--- config.mk ---
export PLATFORM = sky130hd
export DESIGN_NAME = dff_bank_arbiter
export DESIGN_NICKNAME = d
export VERILOG_FILES = /design/src/rtl/dff_bank_arbiter.sv
export SDC_FILE = /design/constraint.sdc
export NUM_CORES = 1
export LEC_CHECK = 0
export BUFFER_PORTS_ARGS = -buffer_cell sky130_fd_sc_hd__buf_2
export CORE_MARGIN = 2
export CORE_UTILIZATION = 45
export CTS_BUF_LIST = sky130_fd_sc_hd__clkbuf_16
export DETAILED_ROUTE_END_ITERATION = 10
export GPL_ROUTABILITY_DRIVEN = 0
export PLACE_DENSITY_LB_ADDON = 0.1
export SYNTH_ARGS = -nofsm -noshare
export SYNTH_HDL_FRONTEND = slang
export SYNTH_SLANG_ARGS = --single-unit
--- constraint.sdc ---
create_clock -name clk -period 3 [get_ports clk]
set_clock_uncertainty 0.1 [all_clocks]
set_input_delay 0.75 -clock clk [delete_from_list [all_inputs] [get_ports clk]]
set_output_delay 0.75 -clock clk [all_outputs]
set_load 0.05 [all_outputs]
--- src/rtl/dff_bank_arbiter.sv ---
`default_nettype none
// ============================================================================
// Module   : dff_bank_arbiter
// Purpose  : Round-robin arbiter that shares one WIDTH-bit register bank among
//            N requesters. Each requester posts a command (NOP/LOAD/CLEAR/SET)
//            with a req/ack handshake. One requester is granted at a time, and
//            its command is applied to the bank on the closing edge of GRANT.
// Ports    : clk      - rising-edge clock
//            reset_n  - asynchronous active-low reset
//            req      - per-requester request, held high until ack [N]
//            cmd      - per-requester command, slice i = cmd[2i+1:2i]  [2N]
//                       00 NOP, 01 LOAD, 10 CLEAR, 11 SET
//            data     - per-requester load data, slice i = data[WIDTH*i +: WIDTH]
//            grant    - one-hot grant, zero when idle [N]
//            ack      - one-cycle commit pulse to the granted requester [N]
//            q        - register bank contents [WIDTH]
//            busy     - high while in GRANT
// Revision : 1.0 - initial release
// ============================================================================
module dff_bank_arbiter #(
    parameter int N     = 4,
    parameter int WIDTH = 8
) (
    input  logic               clk,
    input  logic               reset_n,
    input  logic [N-1:0]       req,
    input  logic [2*N-1:0]     cmd,
    input  logic [WIDTH*N-1:0] data,
    output logic [N-1:0]       grant,
    output logic [N-1:0]       ack,
    output logic [WIDTH-1:0]   q,
    output logic               busy
);

    // ------------------------------------------------------------------------
    // Constants
    // ------------------------------------------------------------------------
    localparam int c_PTR_W = (N > 1) ? $clog2(N) : 1;

    localparam logic [0:0] c_ST_IDLE  = 1'b0;
    localparam logic [0:0] c_ST_GRANT = 1'b1;

    localparam logic [1:0] c_CMD_NOP   = 2'b00;
    localparam logic [1:0] c_CMD_LOAD  = 2'b01;
    localparam logic [1:0] c_CMD_CLEAR = 2'b10;
    localparam logic [1:0] c_CMD_SET   = 2'b11;

    localparam logic [N-1:0]       c_ONE_HOT0 = N'(1);
    localparam logic [c_PTR_W-1:0] c_LAST_IDX = c_PTR_W'(N - 1);
    localparam logic [c_PTR_W:0]   c_N_EXT    = (c_PTR_W + 1)'(N);

    // ------------------------------------------------------------------------
    // State
    // ------------------------------------------------------------------------
    logic [0:0]         r_state;
    logic [0:0]         w_state_nxt;
    logic [c_PTR_W-1:0] r_ptr;
    logic [c_PTR_W-1:0] r_gidx;      // index of the requester currently granted
    logic [N-1:0]       r_grant;
    logic [N-1:0]       r_ack;
    logic [WIDTH-1:0]   r_q;
    logic               r_busy;

    // ------------------------------------------------------------------------
    // Next-value wires
    // ------------------------------------------------------------------------
    logic [c_PTR_W-1:0] w_ptr_nxt;
    logic [c_PTR_W-1:0] w_gidx_nxt;
    logic [N-1:0]       w_grant_nxt;
    logic [N-1:0]       w_ack_nxt;
    logic [WIDTH-1:0]   w_q_nxt;
    logic               w_busy_nxt;

    // Arbitration result
    logic               w_any;
    logic [c_PTR_W-1:0] w_pick;
    logic [c_PTR_W:0]   w_sum;

    // Granted requester's command and data
    logic [1:0]         w_sel_cmd;
    logic [WIDTH-1:0]   w_sel_data;
    logic               w_sel_req;

    // ------------------------------------------------------------------------
    // Rotating-priority search: first set req bit at or after r_ptr (mod N).
    // The sum is one bit wider than the pointer so that ptr+k never overflows
    // before the modulo correction, which keeps non-power-of-two N correct.
    // ------------------------------------------------------------------------
    always_comb begin
        w_any  = 1'b0;
        w_pick = '0;
        w_sum  = '0;
        for (int k = 0; k < N; k++) begin
            w_sum = {1'b0, r_ptr} + (c_PTR_W + 1)'(k);
            if (w_sum >= c_N_EXT) begin
                w_sum = w_sum - c_N_EXT;
            end
            if (!w_any && req[w_sum[c_PTR_W-1:0]]) begin
                w_any  = 1'b1;
                w_pick = w_sum[c_PTR_W-1:0];
            end
        end
    end

    // Slices belonging to the granted requester, only meaningful in GRANT.
    always_comb begin
        w_sel_req  = req[r_gidx];
        w_sel_cmd  = cmd[{r_gidx, 1'b0} +: 2];
        w_sel_data = data[int'(r_gidx) * WIDTH +: WIDTH];
    end

    // ------------------------------------------------------------------------
    // FSM process 1: state register
    // ------------------------------------------------------------------------
    always_ff @(posedge clk or negedge reset_n) begin
        if (!reset_n) begin
            r_state <= c_ST_IDLE;
        end else begin
            r_state <= w_state_nxt;
        end
    end

    // ------------------------------------------------------------------------
    // FSM process 2: next-state logic
    // ------------------------------------------------------------------------
    always_comb begin
        w_state_nxt = r_state;
        case (r_state)
            c_ST_IDLE: begin
                if (w_any) begin
                    w_state_nxt = c_ST_GRANT;
                end
            end
            c_ST_GRANT: begin
                // Commit or abort, GRANT always lasts exactly one cycle.
                w_state_nxt = c_ST_IDLE;
            end
            default: begin
                w_state_nxt = c_ST_IDLE;
            end
        endcase
    end

    // ------------------------------------------------------------------------
    // FSM process 3: output / datapath next values.
    // All outputs are registered, so this computes what they become at the
    // next edge.
    // ------------------------------------------------------------------------
    always_comb begin
        w_grant_nxt = '0;
        w_ack_nxt   = '0;
        w_busy_nxt  = 1'b0;
        w_q_nxt     = r_q;
        w_ptr_nxt   = r_ptr;
        w_gidx_nxt  = r_gidx;
        case (r_state)
            c_ST_IDLE: begin
                if (w_any) begin
                    w_grant_nxt = c_ONE_HOT0 << w_pick;
                    w_busy_nxt  = 1'b1;
                    w_gidx_nxt  = w_pick;
                end
            end
            c_ST_GRANT: begin
                // A requester that dropped req while granted has withdrawn:
                // the bank, pointer and ack are left untouched.
                if (w_sel_req) begin
                    case (w_sel_cmd)
                        c_CMD_LOAD:  w_q_nxt = w_sel_data;
                        c_CMD_CLEAR: w_q_nxt = '0;
                        c_CMD_SET:   w_q_nxt = '1;
                        c_CMD_NOP:   w_q_nxt = r_q;
                        default:     w_q_nxt = r_q;
                    endcase
                    w_ack_nxt = c_ONE_HOT0 << r_gidx;
                    // Served requester drops to lowest priority.
                    w_ptr_nxt = (r_gidx == c_LAST_IDX) ? '0 : r_gidx + 1'b1;
                end
            end
            default: begin
                w_grant_nxt = '0;
            end
        endcase
    end

    // ------------------------------------------------------------------------
    // Output and bank registers
    // ------------------------------------------------------------------------
    always_ff @(posedge clk or negedge reset_n) begin
        if (!reset_n) begin
            r_grant <= '0;
            r_ack   <= '0;
            r_busy  <= 1'b0;
            r_q     <= '0;
            r_ptr   <= '0;
            r_gidx  <= '0;
        end else begin
            r_grant <= w_grant_nxt;
            r_ack   <= w_ack_nxt;
            r_busy  <= w_busy_nxt;
            r_q     <= w_q_nxt;
            r_ptr   <= w_ptr_nxt;
            r_gidx  <= w_gidx_nxt;
        end
    end

    assign grant = r_grant;
    assign ack   = r_ack;
    assign q     = r_q;
    assign busy  = r_busy;

endmodule
`default_nettype wire

==> results of run 1 <==
==> placed cells by master, fill, tap and decap left out, drive strengths merged <==
master	count
mux2i	4
nor2	7
o22ai	1
clkbuf	3
nor3b	1
a211oi	8
nand2	3
buf	63
o31ai	2
or4b	1
mux2	1
nor3	8
dfrtp	21
mux4	10
o22a	2
nand2b	4
o21a	1
nor4	1
o21ai	1
inv	11
clkinv	1
a21oi	3
nor2b	4
ha	4
==> layer usage <==
layer	up-vias	global-route usage, %	wire length, um
li1	501	-	-
met1	477	23.3	1200
met2	41	32.1	1320
met3	0	4.84	180
met4	0	2.04	0
met5	-	0	0
==> critical path, stage by stage, from the launching register on <==
cell,delay (ps)
dfrtp_1,770
mux2i_1,160
o22a_1,430
nor3b_2,580
a211oi_1,100
==> worst max-delay path by stage <==
stage	startpoint	to	slack, ps	depth (start not counted)
2_1_floorplan	cmd[6]	q[0]	1020	3
3_3_place_gp	req[3]	q[4]	720	5
3_5_place_dp	req[3]	q[0]	650	5
4_1_cts	r_gidx[1]	q[4]	680	4
5_1_grt	r_gidx[1]	q[2]	500	4
6_report	r_gidx[1]	q[4]	710	4
==> logic make-up (layout without fill, tap and decap cells) <==
| family | Yosys count | in the layout | share of synthesized area (%) |
|---|---|---|---|
| fa+ha+maj | 4 | 4 | 4.07 |
| simple gates | 29 | 29 | 13.3 |
| buf+inv | 17 | 78 | 6.62 |
| compound gates | 18 | 18 | 10.7 |
| flops | 21 | 21 | 42.8 |
| mux | 15 | 15 | 22.5 |
==> state kept, by name (all words and copies together) (netlist names) <==
register and cells:
ack 4, busy 1, grant 4, q 8, r_gidx 2, r_ptr 2
==> power by group <==
part | switching [mW] | leakage [nW] | internal, mW
clock network | 0.0939 | 0.0409 | 0.178
registers | 0.116 | 0.260 | 0.394
logic | 0.580 | 0.525 | 0.353
total | 0.790 | 0.825 | 0.926
==> cell type report <==
type | instances | share of cell area (%)
Sequential cell | 21 | 32.4
Multi-Input combinational cell | 66 | 38.3
Inverter | 11 | 2.54
Tap cell | 30 | 2.31
Timing Repair Buffer | 63 | 19.6
Clock buffer | 3 | 4.62
Clock inverter | 1 | 0.308
==> flow_metrics.tcl, run 1 <==
set metrics [dict create \
    netlist.top_cell.by_area "dfrtp_1" \
    final_layout_size_suffix_gt1_share_pct 49.1 \
    wire_per_inst_um 13.9 \
    outcome "finished clean" \
    report.power.total_mw 1.72 \
    top_post_synthesis_cells_by_count "dfrtp_1 (21), inv_1 (11), mux4_2 (10), nor3_1 (8)" \
    clk_root_buffer_cell "clkbuf_16" \
    pre_cts_ws_ps 652 \
    post-cts-setup-buffer-count 0 \
    detailedPlacementHpwl_um 2120 \
    critical_path.endpoint_type "register" \
    r2r.worst_path.cells 4 \
    area_delta_synth_final_pct 32.2 \
    clk_pin_slew_worst_paths_ps 50 \
    power-per-cell-area_nw_per_um2 1060 \
    post_place_cells 191 \
    detail_route.vias_per_cell 5.23 \
    global_route_wire_length_before_repair_um 4620 \
    yosys_warnings 0 \
    cp_data_required_time_ps 3000 \
    cts_htree_levels 1 \
    worst_skew_pair.late_latency_ps 250 \
    slew_of_the_pin_with_the_lowest_slew_margin_ps 680 \
    crit-reg2reg-capture "q[4]" \
    cts_tree "done" \
    timing.fmax_mhz 436 \
    nNetsFinal 216 \
    ys_ff_latch 21 \
    slew_violations 0 \
    postRouteWirelength_um 2700 \
    finalCoreUtilization_pct 64.4 \
    unrepaired_setup_endpoints_after_global_routing "no" \
    grt_antenna_before_repair 0 \
    total_negative_setup_slacks_ps 0 \
    hp-class "input pin to asynchronous set/reset pin" \
    synth-seq-area-share_pct 42.8 \
    regToRegStartpoint "r_gidx[1]" \
    cp_max_fo 17 \
    die_w_um 56.3 \
    timing_worst_setup_path_type "register to register" \
    drt_drc_violations_left 0 \
    detail_route.iter0.violations 20 \
    hold_viol 0 \
    cp_data_arrival_time_ps 2290 \
    post_syn_nets 154 \
    layoutNonFillerInstCount 195 \
    synth_top_flop_cell "dfrtp_1" \
    yosys_top_cell_area_share_pct 42.8 \
    ir_drop_mv 0.545 \
    final-seq-area_um2 526 \
    multiInputGateArea_um2 622 \
    final.hold.worst_slack_ps 346 \
    core_region_area_um2 2520 \
    post_dp_cell_area_um2 1540 \
    vias 1019 \
    drtAntennaViolNets 0 \
    antenna_cells 0 \
    synthesis.area_um2 1230 \
    n_fill_cell 213 \
    synth_enable_flop_cells 0 \
    globalRouteTotalUtil_pct 18.3 \
    setup_viol_count_final 0 \
    final.setup.worst_slack_ps 707 \
    port_buffers 62 \
    final_period_minus_worst_setup_slack_ps 2290 \
    die_area_um2 3160 \
    ctsLongestPathBuffers 2 \
    postCtsHoldBufs 0 \
    top_level_ports 63 \
    drt_first_pass_iters 3 \
    ys_async_sr_fraction_pct 100 \
    crit_path_start_kind "register" \
    yosysUniqueCellTypes 27 \
    timing.max_slew.rel_slack_pct 54.7 \
    reg2reg_setup_slack_ps 710 \
    floorplan.initialDensity_pct 48.7 \
    placement_rows 18 \
    first_global_vias 1056 \
    synthesis.area_per_instance_um2 11.8 \
    cap_viol_max_count 0 \
    cts-resized-gates 0 \
    globalRouteOverflowTotal 0 \
    leakage_nw 0.825 \
    clock_sinks 21 \
    synthTopCellsByArea "dfrtp_1 (43%), mux4_2 (18%), a211oi_1 (4.3%)" \
    layout.cell_area.non_filler_um2 1620 \
    synth_most_common_cell "dfrtp_1" \
    die_height_um 56.3 \
    grt_start_max_net_pins 22 \
    part_of_the_cycle_the_worst_path_needs_pct 76.4 \
    numCtsBuffers 3 \
    netlist_instances 104 \
]
(Power assumes the default switching activity.)
==> inputs of run 2 (changes only) <==
Settings changed: CORE_UTILIZATION 45 to 40.
Clock period 3 ns to 2.1 ns, I/O delays scaled along.
==> flow_metrics.tcl, run 2 (synthesis gave the netlist of run 1 again) <==
set metrics [dict create \
    outcome "finished clean" \
    unrepaired_setup_endpoints_after_global_routing "no" \
    crit-reg2reg-capture "q[2]" \
    cap_viol_max_count 0 \
    r2r.worst_path.cells 4 \
    critical-path-max-stage-delay_ps 610 \
    leakage_nw 0.841 \
    antenna_cells 0 \
    port_buffers 62 \
    reg2reg_setup_slack_ps 210 \
    clock_sinks 21 \
    drt_drc_violations_left 0 \
    slew_violations 0 \
    setup_viol_count_final 0 \
    pre_cts_ws_ps 162 \
    layoutNonFillerInstCount 202 \
    cts_htree_levels 1 \
    worst_skew_pair.late_latency_ps 250 \
    critPathBufInv 0 \
    drt_first_pass_iters 4 \
    final_layout_size_suffix_gt1_share_pct 50.3 \
    clk_pin_slew_worst_paths_ps 60 \
    timing.max_slew.rel_slack_pct 69.6 \
    layout_commonest_cell "buf_2" \
    die_height_um 59.4 \
    hp-class "input pin to asynchronous set/reset pin" \
    cp_data_required_time_ps 2150 \
    cts-resized-gates 0 \
    area_delta_synth_final_pct 35.1 \
    power-per-cell-area_nw_per_um2 1520 \
    post_place_cells 198 \
    post-cts-setup-buffer-count 0 \
    detailedPlacementHpwl_um 2260 \
    vias 1060 \
    drtAntennaViolNets 0 \
    finalCoreUtilization_pct 55.8 \
    detail_route.vias_per_cell 5.25 \
    post_dp_cell_area_um2 1580 \
    ir_drop_mv 0.521 \
    top_level_ports 63 \
    report.power.total_mw 2.52 \
    globalRouteOverflowTotal 0 \
    critical_path.top_delay_family "multiplexers" \
    regToRegStartpoint "r_gidx[0]" \
    timing.critical_path.cells "mux4_2 -> nand2b_1 -> nor3_1 -> a211oi_1" \
    clk_root_buffer_cell "clkbuf_16" \
    hold_viol 0 \
    timing_worst_setup_path_type "register to register" \
    most-common-layout-cells "buf_2 (62), dfrtp_1 (21), inv_1 (11)" \
    grt_antenna_before_repair 0 \
    globalRouteTotalUtil_pct 17.3 \
    crit_path_start_kind "register" \
    die_w_um 59.4 \
    floorplan.initialDensity_pct 41.3 \
    total_negative_setup_slacks_ps 0 \
    timing.critical_path.depth 4 \
    part_of_the_cycle_the_worst_path_needs_pct 90.1 \
    placement_rows 20 \
    cts_tree "done" \
    multiInputGateArea_um2 622 \
    final.setup.worst_slack_ps 208 \
    postRouteWirelength_um 2840 \
    final.hold.worst_slack_ps 117 \
    cp_data_arrival_time_ps 1940 \
    wire_per_inst_um 14.0 \
    critical_path.endpoint_type "register" \
    nNetsFinal 220 \
    n_fill_cell 280 \
    postCtsHoldBufs 0 \
    crit_slowest_cell "mux4_2" \
    ctsLongestPathBuffers 2 \
    largest_reg_flops 8 \
    timing.fmax_mhz 529 \
    detail_route.iter0.violations 17 \
    layout.cell_area.non_filler_um2 1660 \
    grt_start_max_net_pins 22 \
    final-seq-area_um2 526 \
    slew_of_the_pin_with_the_lowest_slew_margin_ps 455 \
    first_global_vias 1006 \
    numCtsBuffers 3 \
    final_period_minus_worst_setup_slack_ps 1890 \
    die_area_um2 3530 \
    cp_max_fo 8 \
    global_route_wire_length_before_repair_um 4530 \
    core_region_area_um2 2980 \
]
run 2: worst reg2reg max path, delay by kind of cell, from the launching register on:
| kind | cells | cell delay (ps) |
|---|---|---|
| AO/OA/AOI/OAI | 1 | 210 |
| flip-flops | 1 | 510 |
| multiplexers | 1 | 620 |
| AND/OR/NAND/NOR | 2 | 350 |
run 2: how the worst max path moves through the flow:
stage | start | endpoint | slack (ps)
4_1_cts | r_gidx[0] | q[0] | 190
2_1_floorplan | busy | q[0] | 290
5_1_grt | r_gidx[0] | q[0] | 10
6_report | r_gidx[0] | q[2] | 210
3_5_place_dp | req[3] | q[0] | 160
3_3_place_gp | cmd[6] | q[2] | 210
run 2: report_power, final:
group	switching (mW)	total [mW]	internal, mW
clock	0.150	0.408	0.258
sequential	0.130	0.694	0.564
combinational	0.874	1.41	0.540
run 2: area by class of cell:
cell class	count	share of cell area, %
Clock buffer	3	4.52
Clock inverter	1	0.452
Inverter	11	2.49
Multi-Input combinational cell	66	37.5
Sequential cell	21	31.7
Tap cell	33	2.49
Timing Repair Buffer	67	20.9
run 2: metal layers:
layer / wire length [um] / track usage (%)
met1: 1230 / 23.0
met2: 1400 / 28.6
met3: 156 / 2.40
met4: 48 / 6.82
met5: 0 / 0
